## src/rtl/tick_gen_if.sv

```systemverilog
// tick_gen_if: bundles the controls (en, clr, div) and outputs (tick, sq) of tick_gen.
// The master drives the controls and observes the outputs. The slave is the generator itself.
interface tick_gen_if #(
  parameter int WIDTH = 8,
  parameter int NCH   = 2
);
  logic                 en;
  logic                 clr;
  logic [NCH*WIDTH-1:0] div;
  logic [NCH-1:0]       tick;
  logic [NCH-1:0]       sq;

  modport master (
    output en,
    output clr,
    output div,
    input  tick,
    input  sq
  );

  modport slave (
    input  en,
    input  clr,
    input  div,
    output tick,
    output sq
  );
endinterface

```

## src/rtl/tick_gen.sv

```systemverilog
// tick_gen: NCH independent programmable tick generators.
// Each channel counts 0..D and then wraps, giving a period of D+1 steps.
// On each wrap the channel emits a one-cycle tick pulse, toggles its square wave,
// and loads the next divisor from its div slice.
// The divisor in use is latched only at a wrap or at clr. A div change in the
// middle of a period therefore never shortens the current period, and cnt never
// exceeds the active divisor.
// Optional feature: when TICK_GEN_CASCADE_EN is defined, channel i>0 advances only
// on cycles where tick[i-1] is high. The periods then multiply down the chain.
module tick_gen #(
  parameter int WIDTH       = 8,
  parameter int NCH         = 2,
  parameter int DEFAULT_DIV = 128
) (
  input logic       clk,
  input logic       rst_n,
  tick_gen_if.slave bus
);

  localparam logic [WIDTH-1:0] DEF_DIV = WIDTH'(DEFAULT_DIV);

  logic [WIDTH-1:0] cnt_q [NCH];
  logic [WIDTH-1:0] act_q [NCH];
  logic [NCH-1:0]   tick_q;
  logic [NCH-1:0]   sq_q;
  logic [NCH-1:0]   step;
  logic             run;

  assign run = bus.en & ~bus.clr;

  // Work out which channels advance this cycle. Channel 0 always follows run.
  always_comb begin
    step    = '0;
    step[0] = run;
    for (int i = 1; i < NCH; i++) begin
`ifdef TICK_GEN_CASCADE_EN
      step[i] = run & tick_q[i-1];
`else
      step[i] = run;
`endif
    end
  end

  // Per-channel counter, active divisor, tick pulse and square wave. clr overrides en.
  always_ff @(posedge clk or negedge rst_n) begin
    if (!rst_n) begin
      for (int i = 0; i < NCH; i++) begin
        cnt_q[i] <= '0;
        act_q[i] <= DEF_DIV;
      end
      tick_q <= '0;
      sq_q   <= '0;
    end else if (bus.clr) begin
      for (int i = 0; i < NCH; i++) begin
        cnt_q[i] <= '0;
        act_q[i] <= bus.div[i*WIDTH +: WIDTH];
      end
      tick_q <= '0;
      sq_q   <= '0;
    end else begin
      for (int i = 0; i < NCH; i++) begin
        tick_q[i] <= 1'b0;
        if (step[i]) begin
          if (cnt_q[i] == act_q[i]) begin
            cnt_q[i]  <= '0;
            tick_q[i] <= 1'b1;
            sq_q[i]   <= ~sq_q[i];
            act_q[i]  <= bus.div[i*WIDTH +: WIDTH];
          end else begin
            cnt_q[i] <= cnt_q[i] + 1'b1;
          end
        end
      end
    end
  end

  assign bus.tick = tick_q;
  assign bus.sq   = sq_q;

endmodule

```

## src/flat_wrapper.sv

```systemverilog
// flat-port wrapper written by rule: the top's interface ports become plain ports
module tick_gen_flat 
#(
  parameter int WIDTH       = 8,
  parameter int NCH         = 2,
  parameter int DEFAULT_DIV = 128
)
  (clk, rst_n, bus_en, bus_clr, bus_div, bus_tick, bus_sq);
  tick_gen_if #(.WIDTH(WIDTH), .NCH(NCH)) bus_i ();
  input logic clk;
  input logic rst_n;
  input wire logic [$bits(bus_i.en)-1:0] bus_en;
  input wire logic [$bits(bus_i.clr)-1:0] bus_clr;
  input wire logic [$bits(bus_i.div)-1:0] bus_div;
  output wire logic [$bits(bus_i.tick)-1:0] bus_tick;
  output wire logic [$bits(bus_i.sq)-1:0] bus_sq;
  assign bus_i.en = bus_en;
  assign bus_i.clr = bus_clr;
  assign bus_i.div = bus_div;
  assign bus_tick = bus_i.tick;
  assign bus_sq = bus_i.sq;
  tick_gen #(.WIDTH(WIDTH), .NCH(NCH), .DEFAULT_DIV(DEFAULT_DIV)) u_core (.clk(clk), .rst_n(rst_n), .bus(bus_i));
endmodule
```

## config.mk

```make
export PLATFORM = sky130hd
export DESIGN_NAME = tick_gen_flat
export DESIGN_NICKNAME = d
export VERILOG_FILES = /design/src/rtl/tick_gen_if.sv /design/src/rtl/tick_gen.sv /design/src/flat_wrapper.sv
export SDC_FILE = /design/constraint.sdc
export NUM_CORES = 1
export LEC_CHECK = 0
export BUFFER_PORTS_ARGS = -buffer_cell sky130_fd_sc_hd__clkbuf_2
export CAP_MARGIN = 20
export CORE_MARGIN = 1
export CORE_UTILIZATION = 35
export DETAILED_ROUTE_END_ITERATION = 8
export SLEW_MARGIN = 20
export SYNTH_ARGS = -nofsm -noshare
export SYNTH_HDL_FRONTEND = slang
export SYNTH_SLANG_ARGS = --single-unit
```

## constraint.sdc

```tcl
create_clock -name clk -period 2.2 [get_ports clk]
set_input_delay 0.44 -clock clk [delete_from_list [all_inputs] [get_ports clk]]
set_output_delay 0.44 -clock clk [all_outputs]
set_load 0.03 [all_outputs]
```

## Yosys cells after proc, flatten, opt, wreduce, memory -nomap -nowiden

Cells that the tools add are included.

| storage, ports and cells | value |
|---|---|
| register bits after elaboration | 36 |
| input port bits | 20 |
| word-level logic and storage cells | 40 |
| output and inout port bits | 4 |

| operators by class | value |
|---|---|
| bitwise operators | 4 |
| mux-type cells | 20 |
| $add $sub $neg | 2 |
| reduce and logical (&&, ||, !) cells | 5 |
| equality and inequality tests | 2 |

Operators by type and width:

| kind | count |
|---|---|
| $mux 8 | 8 |
| $mux 16 | 2 |
| $add 8x1->8 const B | 2 |
| $eq 8x8->1 | 2 |
| $mux 1 | 8 |
| $reduce_bool 2->1 | 3 |
| $mux 2 | 2 |
| $reduce_and 2->1 | 2 |
| $not 1->1 | 3 |
| $and 1x1->1 | 1 |

## Depth between registers and ports, before layout

Gate-level depths: netlist of the first run.

| depth | value |
|---|---|
| depth after elaboration | 4 |
| gate-level depth with buffers | 6 |
| gate-level depth less buffers | 5 |

## Least setup slack after synthesis of the first run

Ideal clock, no wire load.

| timing | value |
|---|---|
| path type | input port to flip-flop |
| start point | in bus_en |
| end point | reg u_core.act_q[10] (netlist name) |
| cell stages on the path | 5 |
| setup slack | 0.431 ns |
| path buffers | 2 |
| setup time | 0.125 ns |
| arrival | 1.644 ns |
| required time | 2.075 ns |
| path through | buf_4 > clkinv_1 > o31ai_4 > buf_6 > mux2_4 |

| between the ends | value |
|---|---|
| longest elaborated chain between the ends | 3 |

Ends and longest elaborated chain:

| element | RTL line | RTL |
|---|---|---|
| start: declaration | flat_wrapper.sv:12 | `input wire logic [$bits(bus_i.en)-1:0] bus_en;` |
| $and 1x1->1 | tick_gen.sv:29 | `assign run = bus.en & ~bus.clr;` |
| $reduce_bool 2->1 (no line) | n/a |  |
| $reduce_and 2->1 (no line) | n/a |  |
| end signal: indexed assignment | tick_gen.sv:56 | `act_q[i] <= bus.div[i*WIDTH +: WIDTH];` |
| end signal: indexed assignment | tick_gen.sv:68 | `act_q[i] <= bus.div[i*WIDTH +: WIDTH];` |
| end: declaration | tick_gen.sv:23 | `logic [WIDTH-1:0] act_q [NCH];` |

No other way between the ends.
A chain may end at the register's enable or synchronous reset.

## Worst setup path after layout of the first run

| timing | value |
|---|---|
| start point | reg u_core.cnt_q[10] (netlist name) |
| end point | reg u_core.act_q[8] (netlist name) |

| between the ends | value |
|---|---|
| longest elaborated chain between the ends | 3 |

Ends and longest elaborated chain:

| element | RTL line | RTL |
|---|---|---|
| start: declaration | tick_gen.sv:22 | `logic [WIDTH-1:0] cnt_q [NCH];` |
| start signal: indexed assignment | tick_gen.sv:70 | `cnt_q[i] <= cnt_q[i] + 1'b1;` |
| $eq 8x8->1 | tick_gen.sv:64 | `if (cnt_q[i] == act_q[i]) begin` |
| $reduce_bool 2->1 (no line) | n/a |  |
| $reduce_and 2->1 (no line) | n/a |  |

No other way between the ends.

==> flow_metrics.env, run 1 <==
export IMPL_pin_count=24
export IMPL_antenna_found_initial=0
export IMPL_status="finished clean"
export IMPL_dr_pass1_iters=4
export IMPL_clock_latency_ps=290
export IMPL_synth_cell_type_count=30
export IMPL_wl_per_cell_um=12.8
export IMPL_postCtsSetupBuffers=0
export IMPL_die_width_um=74.3
export IMPL_ant_nets=0
export IMPL_met2_usage_pct=20.8
export IMPL_chipHeight_um=74.3
export IMPL_async_flop_share_pct=100
export IMPL_utilization_pct=43.6
export IMPL_synth_compound_area_share_pct=10.3
export IMPL_grt_max_degree=22
export IMPL_rsz0062_at_grt="no"
export IMPL_hold_buffers=0
export IMPL_arrival_ps=2030
export IMPL_grt_pass1_wl_mm=5.77
export IMPL_grt_usage_pct=14.1
export IMPL_clock_sinks=36
export IMPL_max_cap_violations=0
export IMPL_initial_core_util_pct=37.5
export IMPL_critPathCaptureType="register"
export IMPL_dieArea_um2=5520
export IMPL_total_leakage_power_nw=0.903
export IMPL_power_density_nw_per_um2=636
export IMPL_synth_flop_cell="dfrtp_1"
export IMPL_grt_overflow_total=0
export IMPL_synth_simple_area_share_pct=12.7
export IMPL_route_detailed_drc=0
export IMPL_avgSynthCellArea_um2=11.6
export IMPL_setup_tns_ps=0
export IMPL_coreArea_um2=4880
export IMPL_synth_top_family_by_area="simple AND/OR/NAND/NOR gates"
export IMPL_crit_required_ps=2370
export IMPL_syn_inst=158
export IMPL_portBuffers=23
export IMPL_vdd_drop_max_mv=0.327
export IMPL_synthXorXnorAreaFrac_pct=12.0
export IMPL_stdcell_count=258
export IMPL_gr_usage_met3_pct=3.25
export IMPL_worst_pin_slew_ps=523
export IMPL_drive_gt1_share_pct=33.0
export IMPL_top_usage_layer="met2"
export IMPL_syn_nets=180
export IMPL_ys_seq_elements=36
export IMPL_path_clk_slew_ps=70
export IMPL_synthAdderAreaFrac_pct=1.37
export IMPL_cp_start_kind="register"
export IMPL_syn_cell_area_um2=1830
export IMPL_rows=25
export IMPL_period_needed_ps=1860
export IMPL_place_gp_congestion=0.749
export IMPL_post_cts_resized=0
export IMPL_min_path_type="in2async"
export IMPL_finalSetupViolations=0
export IMPL_dpl_hpwl_mm=2.41
export IMPL_grtUsageMet1_pct=19.6
export IMPL_cts_path_max_buffers=2
export IMPL_ys_warn_count=0
export IMPL_via_per_inst=4.85
export IMPL_synthMuxAreaShare_pct=10.9
export IMPL_grt_pass1_vias=1247
export IMPL_ys_seq_area_share_pct=49.4
export IMPL_period_share_pct=84.4
export IMPL_whs_ps=118
export IMPL_drt_initial_drc_count=56
export IMPL_htreeDepth=2
export IMPL_n_antenna_cell=0
export IMPL_slew_violations=0
export IMPL_hold_viol_final=0
export IMPL_cp_max_fo=13
export IMPL_skew_ps=9.96
export IMPL_criticalPathCategory="reg2reg"
export IMPL_area_growth_pct=16.4
export IMPL_fmax_ghz=0.539
export IMPL_slew_headroom_pct=65.1
export IMPL_vias=1252
export IMPL_cts_buffers=5
export IMPL_dpl_cell_count=251
export IMPL_synth_edff_count=0
export IMPL_wl_mm=3.30
export IMPL_total_power_w=0.00135
export IMPL_root_buffer="clkbuf_8"
export IMPL_nets=213
export IMPL_cts_tree="built"
export IMPL_fillers=486
==> final timing paths <==
| path | startpoint | endpoint | slack [ps] | cells past startpoint |
|---|---|---|---|---|
| setup / recovery | u_core.cnt_q[10]$_DFFE_PN0P_ | u_core.act_q[8]$_DFFE_PN0P_ | 340 | 5 |
| hold / removal | rst_n | u_core.act_q[14]$_DFFE_PN0P_ | 120 | 1 |
| hold reg to reg | u_core.act_q[1]$_DFFE_PN0P_ | u_core.act_q[1]$_DFFE_PN0P_ | 530 | 1 |
| min in group clk | bus_div[11] | u_core.act_q[3]$_DFFE_PN0P_ | 380 | 2 |
| max in group asynchronous | rst_n | u_core.act_q[7]$_DFFE_PN1P_ | 1500 | 2 |
| setup reg to reg | u_core.cnt_q[10]$_DFFE_PN0P_ | u_core.act_q[8]$_DFFE_PN0P_ | 340 | 5 |
==> logic make-up after synthesis <==
| kind of cell | count (synthesis) |
|---|---|
| buf+inv | 9 |
| compound gates | 25 |
| simple gates | 45 |
| flops | 36 |
| xor+xnor | 25 |
| mux | 16 |
| fa+ha+maj | 2 |
==> cell usage in the layout, fill, tap and decap left out, drive strengths merged, types with 3 or more instances in the layout <==
cell     count
nor2        17
dfrtp       34
o22ai        3
nand4        5
o211ai       3
xnor2       21
a21oi        9
o31ai        4
o2111ai      4
buf         10
clkbuf      29
nand2       12
mux2        16
xor2         4
==> layer usage <==
metal / vias to the layer above / wire, um
met1: 599 / 1710
met2: 23 / 1400
met3: 5 / 115
li1: 625 / -
met5: - / 0
met4: 0 / 70
==> state kept, by name, summed over array words and instances, names as in the netlist <==
signal / cells
u_core.cnt_q: 16
u_core.bus.tick: 2
u_core.act_q: 16
u_core.bus.sq: 2
==> synthesized netlist by cell type (all sizes together), types with 3 or more instances <==
master / count / share of area [%]
o211ai: 3 / 1.2
o2111ai: 4 / 1.9
clkbuf: 3 / 0.62
o22ai: 3 / 1.0
a21oi: 9 / 2.5
nor2: 17 / 3.5
nand4: 5 / 3.1
xnor2: 21 / 10
o31ai: 4 / 3.1
buf: 4 / 2.3
mux2: 16 / 11
nand2: 12 / 2.5
dfrtp: 34 / 47
xor2: 4 / 1.9
==> final cells by class <==
cell class	instances	area, um^2	share of cell area [%]
well taps	67	83.8	3.94
repair buffers	33	190	8.94
clock inverters	1	5.00	0.235
flip-flops and latches	36	903	42.5
inverters	2	7.51	0.353
multi-input cells	113	865	40.6
clock buffers	6	72.6	3.41
==> critical path: stages (launching register included) <==
cell and delay [ps]:
dfrtp_1 460, xnor2_1 220, nand4_2 240, o31ai_4 220
buf_4 250, mux2_2 350
==> stage by stage <==
stage | setup WS (ps) | cell area (um^2)
final | 343 | 2130
after global routing | 225 | 2130
after CTS | 344 | 2130
after detailed placement | 309 | 2050
after global placement | 354 | 2050
after floorplan | 431 | 1830
==> report_power, final <==
group	total, W	switching [W]	internal [W]
combinational	0.000179	0.0000853	0.0000934
clock	0.000441	0.000225	0.000215
sequential	0.000734	0.0000327	0.000701
total	0.00135	0.000343	0.00101
(Power assumes the default switching activity.)
==> inputs of run 2 (changes only) <==
--- a/config.mk
+++ b/config.mk
@@ -5,6 +5,7 @@
 export SDC_FILE = /design/constraint.sdc
 export NUM_CORES = 1
 export LEC_CHECK = 0
+export ABC_AREA = 1
 export BUFFER_PORTS_ARGS = -buffer_cell sky130_fd_sc_hd__clkbuf_2
 export CAP_MARGIN = 20
 export CORE_MARGIN = 1
==> constraint.sdc (replaced) <==
create_clock -name clk -period 1.55 [get_ports clk]
set_input_delay 0.31 -clock clk [delete_from_list [all_inputs] [get_ports clk]]
set_output_delay 0.31 -clock clk [all_outputs]
set_load 0.03 [all_outputs]
==> run 2 against run 1 <==
Utilization decreased by 1.0 points. Flip-flop and latch count stayed put. Cell area up 12%. Clock-buffer cell count unchanged. Highest routed layer unchanged. Die area up 12%. Sequential power grew 61%. Cell count up 43%. Clock skew decreased by 3.9 ps. Critical path depth increased by 3. Clock power increased by 57%.
==> flow_metrics.env, run 2 <==
export IMPL_ys_warn_count=0
export IMPL_via_per_inst=4.48
export IMPL_r2r_end="u_core.cnt_q[2]$_DFFE_PN0P_"
export IMPL_fin_area_um2=2370
export IMPL_wl_per_cell_um=11.0
export IMPL_grt_max_degree=37
export IMPL_syn_nets=284
export IMPL_finalSetupViolations=0
export IMPL_ys_seq_elements=36
export IMPL_min_path_type="in2async"
export IMPL_period_needed_ps=1460
export IMPL_root_buffer="clkbuf_8"
export IMPL_total_leakage_power_nw=1.22
export IMPL_pwr_share_comb_pct=22.8
export IMPL_synth_flop_cell="dfrtp_1"
export IMPL_cp_slowest_cell="dfstp_2"
export IMPL_dieArea_um2=6160
export IMPL_hold_viol_final=0
export IMPL_grt_pass1_vias=1637
export IMPL_r2r_setup_slack_ps=90
export IMPL_synth_largest_area_cell="dfrtp_1"
export IMPL_wl_mm=4.05
export IMPL_timing_rr_start="u_core.act_q[7]$_DFFE_PN1P_"
export IMPL_top_regs="u_core.act_q x16, u_core.cnt_q x16"
export IMPL_cp_max_fo=6
export IMPL_cp_start_kind="register"
export IMPL_chipHeight_um=78.5
export IMPL_grt_usage_pct=15.1
export IMPL_wl_met2_mm=1.81
export IMPL_whs_ps=59.8
export IMPL_synth_top_cell_area_share_pct=41.6
export IMPL_grt_overflow_total=0
export IMPL_switchingPower_w=0.000778
export IMPL_criticalPathCategory="reg2reg"
export IMPL_wl_met1_mm=2.07
export IMPL_placed_area_um2=2250
export IMPL_area_growth_pct=16.0
export IMPL_worst_pin_slew_ps=467
export IMPL_fmax_ghz=0.684
export IMPL_dr_pass1_iters=4
export IMPL_cts_buffers=5
export IMPL_n_antenna_cell=0
export IMPL_pwr_share_clk_pct=28.6
export IMPL_htreeDepth=2
export IMPL_path_clk_slew_ps=80
export IMPL_portBuffers=23
export IMPL_drive_gt1_share_pct=24.2
export IMPL_arrival_ps=1630
export IMPL_rsz0062_at_grt="yes"
export IMPL_path_cells="nand2_1 > nand2_1 > nand2_1 > nor2_2 > nand2_2 > nand2_4 > buf_4 > a21oi_2"
export IMPL_grt_pass1_wl_mm=7.33
export IMPL_swShare_pct=32.2
export IMPL_pin_count=24
export IMPL_cts_path_max_buffers=2
export IMPL_async_flop_share_pct=100
export IMPL_coreArea_um2=5570
export IMPL_slew_headroom_pct=68.9
export IMPL_route_met3_wl_um=69
export IMPL_top_layer="met4"
export IMPL_cpLargestDelayFamily="flip-flops"
export IMPL_route_detailed_drc=0
export IMPL_nets=318
export IMPL_final_common_cell="nand2_1"
export IMPL_critPathBufInv=1
export IMPL_power_density_nw_per_um2=1020
export IMPL_critPathCaptureType="register"
export IMPL_skew_ps=6.08
export IMPL_clock_sinks=36
export IMPL_utilization_pct=42.6
export IMPL_seqPwrFrac_pct=48.6
export IMPL_crit_required_ps=1720
export IMPL_syn_cell_area_um2=2050
export IMPL_antenna_found_initial=0
export IMPL_dpl_hpwl_mm=3.01
export IMPL_rr_worst_depth=8
export IMPL_synth_cell_type_count=28
export IMPL_initial_core_util_pct=36.7
export IMPL_vdd_drop_max_mv=0.835
export IMPL_rows=27
export IMPL_p_int_w=0.00164
export IMPL_ant_nets=0
export IMPL_cp_common_cell="nand2_1"
export IMPL_synth_edff_count=0
export IMPL_vias=1653
export IMPL_yosysMostFrequentCell="nand2_1"
export IMPL_avgSynthCellArea_um2=7.81
export IMPL_period_share_pct=94.3
export IMPL_ys_seq_area_share_pct=44.1
export IMPL_syn_inst=262
export IMPL_place_gp_congestion=0.812
export IMPL_drt_initial_drc_count=94
export IMPL_max_cap_violations=0
export IMPL_die_width_um=78.5
export IMPL_status="finished clean"
export IMPL_synth_common_cells="nand2_1, dfrtp_1, nand3_1"
export IMPL_synth_top_cells_by_area="dfrtp_1, nand2_1, nand3_1, inv_1, nor2_1"
export IMPL_slew_violations=0
export IMPL_cts_tree="built"
export IMPL_final_cell_mix="nand2_1, dfrtp_1, nand3_1, inv_1, clkbuf_2"
export IMPL_critPathMaxStageDelay_ps=550
export IMPL_clock_latency_ps=280
## run 2: cell types whose count changed in the layout (fill, tap and decap cells not counted), moves of 6 or more
cell and change:
xnor2_1 -14, a21oi_1 -7, mux2_2 -11, a21oi_2 +6
inv_1 +23, nand2_1 +76, nand3_1 +32
## run 2: layout make-up
cell class	count	area, um^2
fill	552	3200
multi-input combinational	189	962
sequential	36	903
timing repair buffer	34	210
inverter	30	115
tap	72	90.1
clock buffer	6	82.6
clock inverter	2	10.0
## run 2: worst max path at each step
stage | startpoint | end | slack, ps | cells after the start
after global routing | u_core.act_q[7]$_DFFE_PN1P_ | u_core.cnt_q[2]$_DFFE_PN0P_ | -5 | 8
after floorplan | u_core.act_q[7]$_DFFE_PN1P_ | u_core.bus.sq[1]$_DFFE_PN0P_ | 260 | 9
after global placement | u_core.act_q[7]$_DFFE_PN1P_ | u_core.act_q[6]$_DFFE_PN0P_ | -20 | 9
after CTS | u_core.act_q[7]$_DFFE_PN1P_ | u_core.act_q[1]$_DFFE_PN0P_ | 6 | 9
after detailed placement | u_core.act_q[7]$_DFFE_PN1P_ | u_core.act_q[1]$_DFFE_PN0P_ | -30 | 9
final | u_core.act_q[7]$_DFFE_PN1P_ | u_core.cnt_q[2]$_DFFE_PN0P_ | 90 | 8
## run 2: cell families (layout without fill, tap and decap cells)
family / count (synthesis) / after routing / synth area share, %
buffers and inverters: 37 / 72 / 9.23
AOI/OAI and AO/OA: 13 / 13 / 4.34
and+or+nand+nor: 161 / 161 / 35.5
xor gates and xnor gates: 13 / 13 / 5.56
adders and majority gates: 2 / 2 / 1.22
DFF: 36 / 36 / 44.1
## run 2: what timing repair did
item / 4_1_cts / 5_1_grt
pin swaps: 0 / 0
hold buffers: 0 / 0
endpoints found under the setup margin: 9 / 15
endpoints found under the hold margin: 0 / 0
buffers inserted: 0 / 2
cloned: 0 / 0
gates resized for setup: 1 / 1
## run 2: power groups by stage
stage	clock [W]	sequential (W)	combinational, W
3_5_place_dp	0	0.00120	0.000535
6_report	0.000691	0.00118	0.000550
2_1_floorplan	0	0.00118	0.000404
4_1_cts	0.000710	0.00118	0.000543
5_1_grt	0.000753	0.00120	0.000626
3_3_place_gp	0	0.00119	0.000529
## run 2: worst register-to-register path, stage by stage, from the launching register on
cell and delay (ps):
dfstp_2 550, nand2_1 50, nand2_1 60, nand2_1 60, nor2_2 130, nand2_2 120
nand2_4 130, buf_4 190, a21oi_2 60
## run 2: stage by stage
step	std cells	TNS (ps)	power, W	setup slack [ps]
floorplan	262	0	0.00158	256
global placement	359	-133	0.00172	-19.9
detailed placement	359	-123	0.00173	-25.4
CTS	367	0	0.00243	6.32
global route	369	-15.1	0.00257	-4.69
finish	369	0	0.00242	88.1
## run 2: layer usage
metal | track usage [%] | vias to the layer above
met5 | 0 | -
met4 | 7.22 | 0
met3 | 2.09 | 7
met2 | 23.2 | 21
met1 | 20.8 | 744
li1 | - | 881
==> inputs of run 3 (changes only) <==
--- a/config.mk
+++ b/config.mk
@@ -8,6 +8,7 @@
 export ABC_AREA = 1
 export BUFFER_PORTS_ARGS = -buffer_cell sky130_fd_sc_hd__clkbuf_2
 export CAP_MARGIN = 20
+export CORE_ASPECT_RATIO = 2
 export CORE_MARGIN = 1
 export CORE_UTILIZATION = 35
 export DETAILED_ROUTE_END_ITERATION = 8
==> run 3 against run 2 <==
Cell area grew 3.9%. Flip-flop and latch count is the same. First-iteration DRC count shrank 53%.
==> flow_metrics.env, run 3 (synthesis gave the netlist of run 2 again) <==
export IMPL_status="finished clean"
export IMPL_drt_initial_drc_count=44
export IMPL_antenna_found_initial=0
export IMPL_pin_count=24
export IMPL_r2r_setup_slack_ps=120
export IMPL_hold_path_depth=3
export IMPL_portBuffers=23
export IMPL_cts_buffers=5
export IMPL_clock_latency_ps=280
export IMPL_hold_viol_final=0
export IMPL_dpl_hpwl_mm=3.55
export IMPL_fin_area_um2=2470
export IMPL_rr_worst_depth=10
export IMPL_cts_tree="built"
export IMPL_period_share_pct=92.1
export IMPL_n_antenna_cell=0
export IMPL_chipHeight_um=110
export IMPL_fillers=589
export IMPL_grt_pass1_wl_mm=7.73
export IMPL_cts_path_max_buffers=2
export IMPL_path_clk_slew_ps=60
export IMPL_cp_slowest_cell="dfrtp_1"
export IMPL_vias=1750
export IMPL_placed_area_um2=2290
export IMPL_slew_violations=0
export IMPL_setup_tns_ps=0
export IMPL_final_common_cell="nand2_1"
export IMPL_initial_core_util_pct=36.2
export IMPL_rsz0062_at_grt="no"
export IMPL_via_per_inst=4.83
export IMPL_path_cells="inv_1 > nand2_1 > nand2_1 > nor2_1 > nand2_1 > inv_2 > nand3_4 > buf_4 > nand3_1 > nand2_1"
export IMPL_hold_path_end="u_core.act_q[15]$_DFFE_PN1P_"
export IMPL_finalSetupViolations=0
export IMPL_period_needed_ps=1430
export IMPL_cp_common_cell="nand2_1"
export IMPL_vdd_drop_max_mv=0.789
export IMPL_grt_pass1_vias=1739
export IMPL_area_growth_pct=20.5
export IMPL_total_leakage_power_nw=1.26
export IMPL_skew_ps=4.72
export IMPL_dr_pass1_iters=4
export IMPL_crit_required_ps=1720
export IMPL_timing_rr_start="u_core.cnt_q[11]$_DFFE_PN0P_"
export IMPL_slew_headroom_pct=75.1
export IMPL_rows=39
export IMPL_worst_pin_slew_ps=372
export IMPL_critPathBufInv=3
export IMPL_place_gp_congestion=0.826
export IMPL_r2r_end="u_core.act_q[8]$_DFFE_PN0P_"
export IMPL_final_cell_mix="nand2_1, dfrtp_1, nand3_1, inv_1, clkbuf_2"
export IMPL_nets=322
export IMPL_setup_ws_ps=122
export IMPL_arrival_ps=1600
export IMPL_htreeDepth=2
export IMPL_worst_hold_startpoint="bus_div[7]"
export IMPL_grt_max_degree=37
export IMPL_criticalPathCategory="reg2reg"
export IMPL_dpl_cell_count=352
export IMPL_ant_nets=0
export IMPL_dieArea_um2=6180
export IMPL_drive_gt1_share_pct=24.9
export IMPL_stdcell_count=362
export IMPL_fmax_ghz=0.700
export IMPL_min_path_type="in2reg"
export IMPL_cp_max_fo=5
export IMPL_grt_usage_pct=16.4
export IMPL_critPathCaptureType="register"
export IMPL_max_cap_violations=0
export IMPL_cp_start_kind="register"
export IMPL_cpLargestDelayFamily="simple AND/OR/NAND/NOR gates"
export IMPL_critPathMaxStageDelay_ps=420
export IMPL_clock_sinks=36
export IMPL_wl_per_cell_um=12.8
export IMPL_route_detailed_drc=0
export IMPL_power_density_nw_per_um2=1120
export IMPL_grt_overflow_total=0
export IMPL_root_buffer="clkbuf_16"
export IMPL_place_ws_ps=94.3
export IMPL_wl_mm=4.62
export IMPL_top_regs="u_core.act_q x16, u_core.cnt_q x16"
export IMPL_die_width_um=56.1
export IMPL_coreArea_um2=5660
export IMPL_whs_ps=226
[run 3: per-layer routing]
| metal | track usage, % | up-vias | routed length [um] |
|---|---|---|---|
| met5 | 0 | - | 0 |
| met4 | 9.93 | 0 | 213 |
| met2 | 31.4 | 34 | 2650 |
| met3 | 2.80 | 20 | 117 |
| li1 | - | 886 | - |
| met1 | 16.0 | 810 | 1640 |
[run 3: report_power, final]
part           switching (W)  internal (W)  total [W]
Sequential          0.000115       0.00106    0.00117
Combinational       0.000353      0.000264   0.000617
Clock               0.000375      0.000594   0.000969
[run 3: tightest hold or removal path, stage by stage]
cell and delay, ps:
clkbuf_2 80, nand3_1 70, nand2_1 50
[run 3: worst max-delay path by stage]
stage / end / startpoint / cells after the start / slack [ps]
floorplan: u_core.bus.sq[1]$_DFFE_PN0P_ / u_core.act_q[7]$_DFFE_PN1P_ / 9 / 260
global placement: u_core.act_q[2]$_DFFE_PN0P_ / bus_en / 7 / 100
detailed placement: u_core.bus.sq[1]$_DFFE_PN0P_ / u_core.cnt_q[0]$_DFFE_PN0P_ / 10 / 90
CTS: u_core.bus.sq[1]$_DFFE_PN0P_ / u_core.cnt_q[0]$_DFFE_PN0P_ / 10 / 90
global route: u_core.act_q[8]$_DFFE_PN0P_ / u_core.act_q[15]$_DFFE_PN1P_ / 10 / 0.3
finish: u_core.act_q[8]$_DFFE_PN0P_ / u_core.cnt_q[11]$_DFFE_PN0P_ / 10 / 120
[run 3: through the flow]
stage                     utilization [%]  power, W
after floorplan                         -   0.00158
after global placement               40.4   0.00178
after detailed placement             40.4   0.00179
after CTS                            43.0   0.00276
after global routing                 43.6   0.00292
final                                43.6   0.00276
[run 3: cell type report]
class	count	area, um^2	area share [%]
multi-input cells	189	975	39.5
flip-flops and latches	36	903	36.6
repair buffers	38	259	10.5
clock buffers	7	133	5.38
inverters	30	115	4.67
well taps	61	76.3	3.09
clock inverters	1	5.00	0.203
[run 3: timing repair]
| item | CTS | global route |
|---|---|---|
| resized for setup | 0 | 6 |
| hold buffers | 1 | 0 |
| endpoints found under the hold margin | 13 | 0 |
| setup endpoints to repair | 0 | 22 |
| buffers inserted | 0 | 1 |
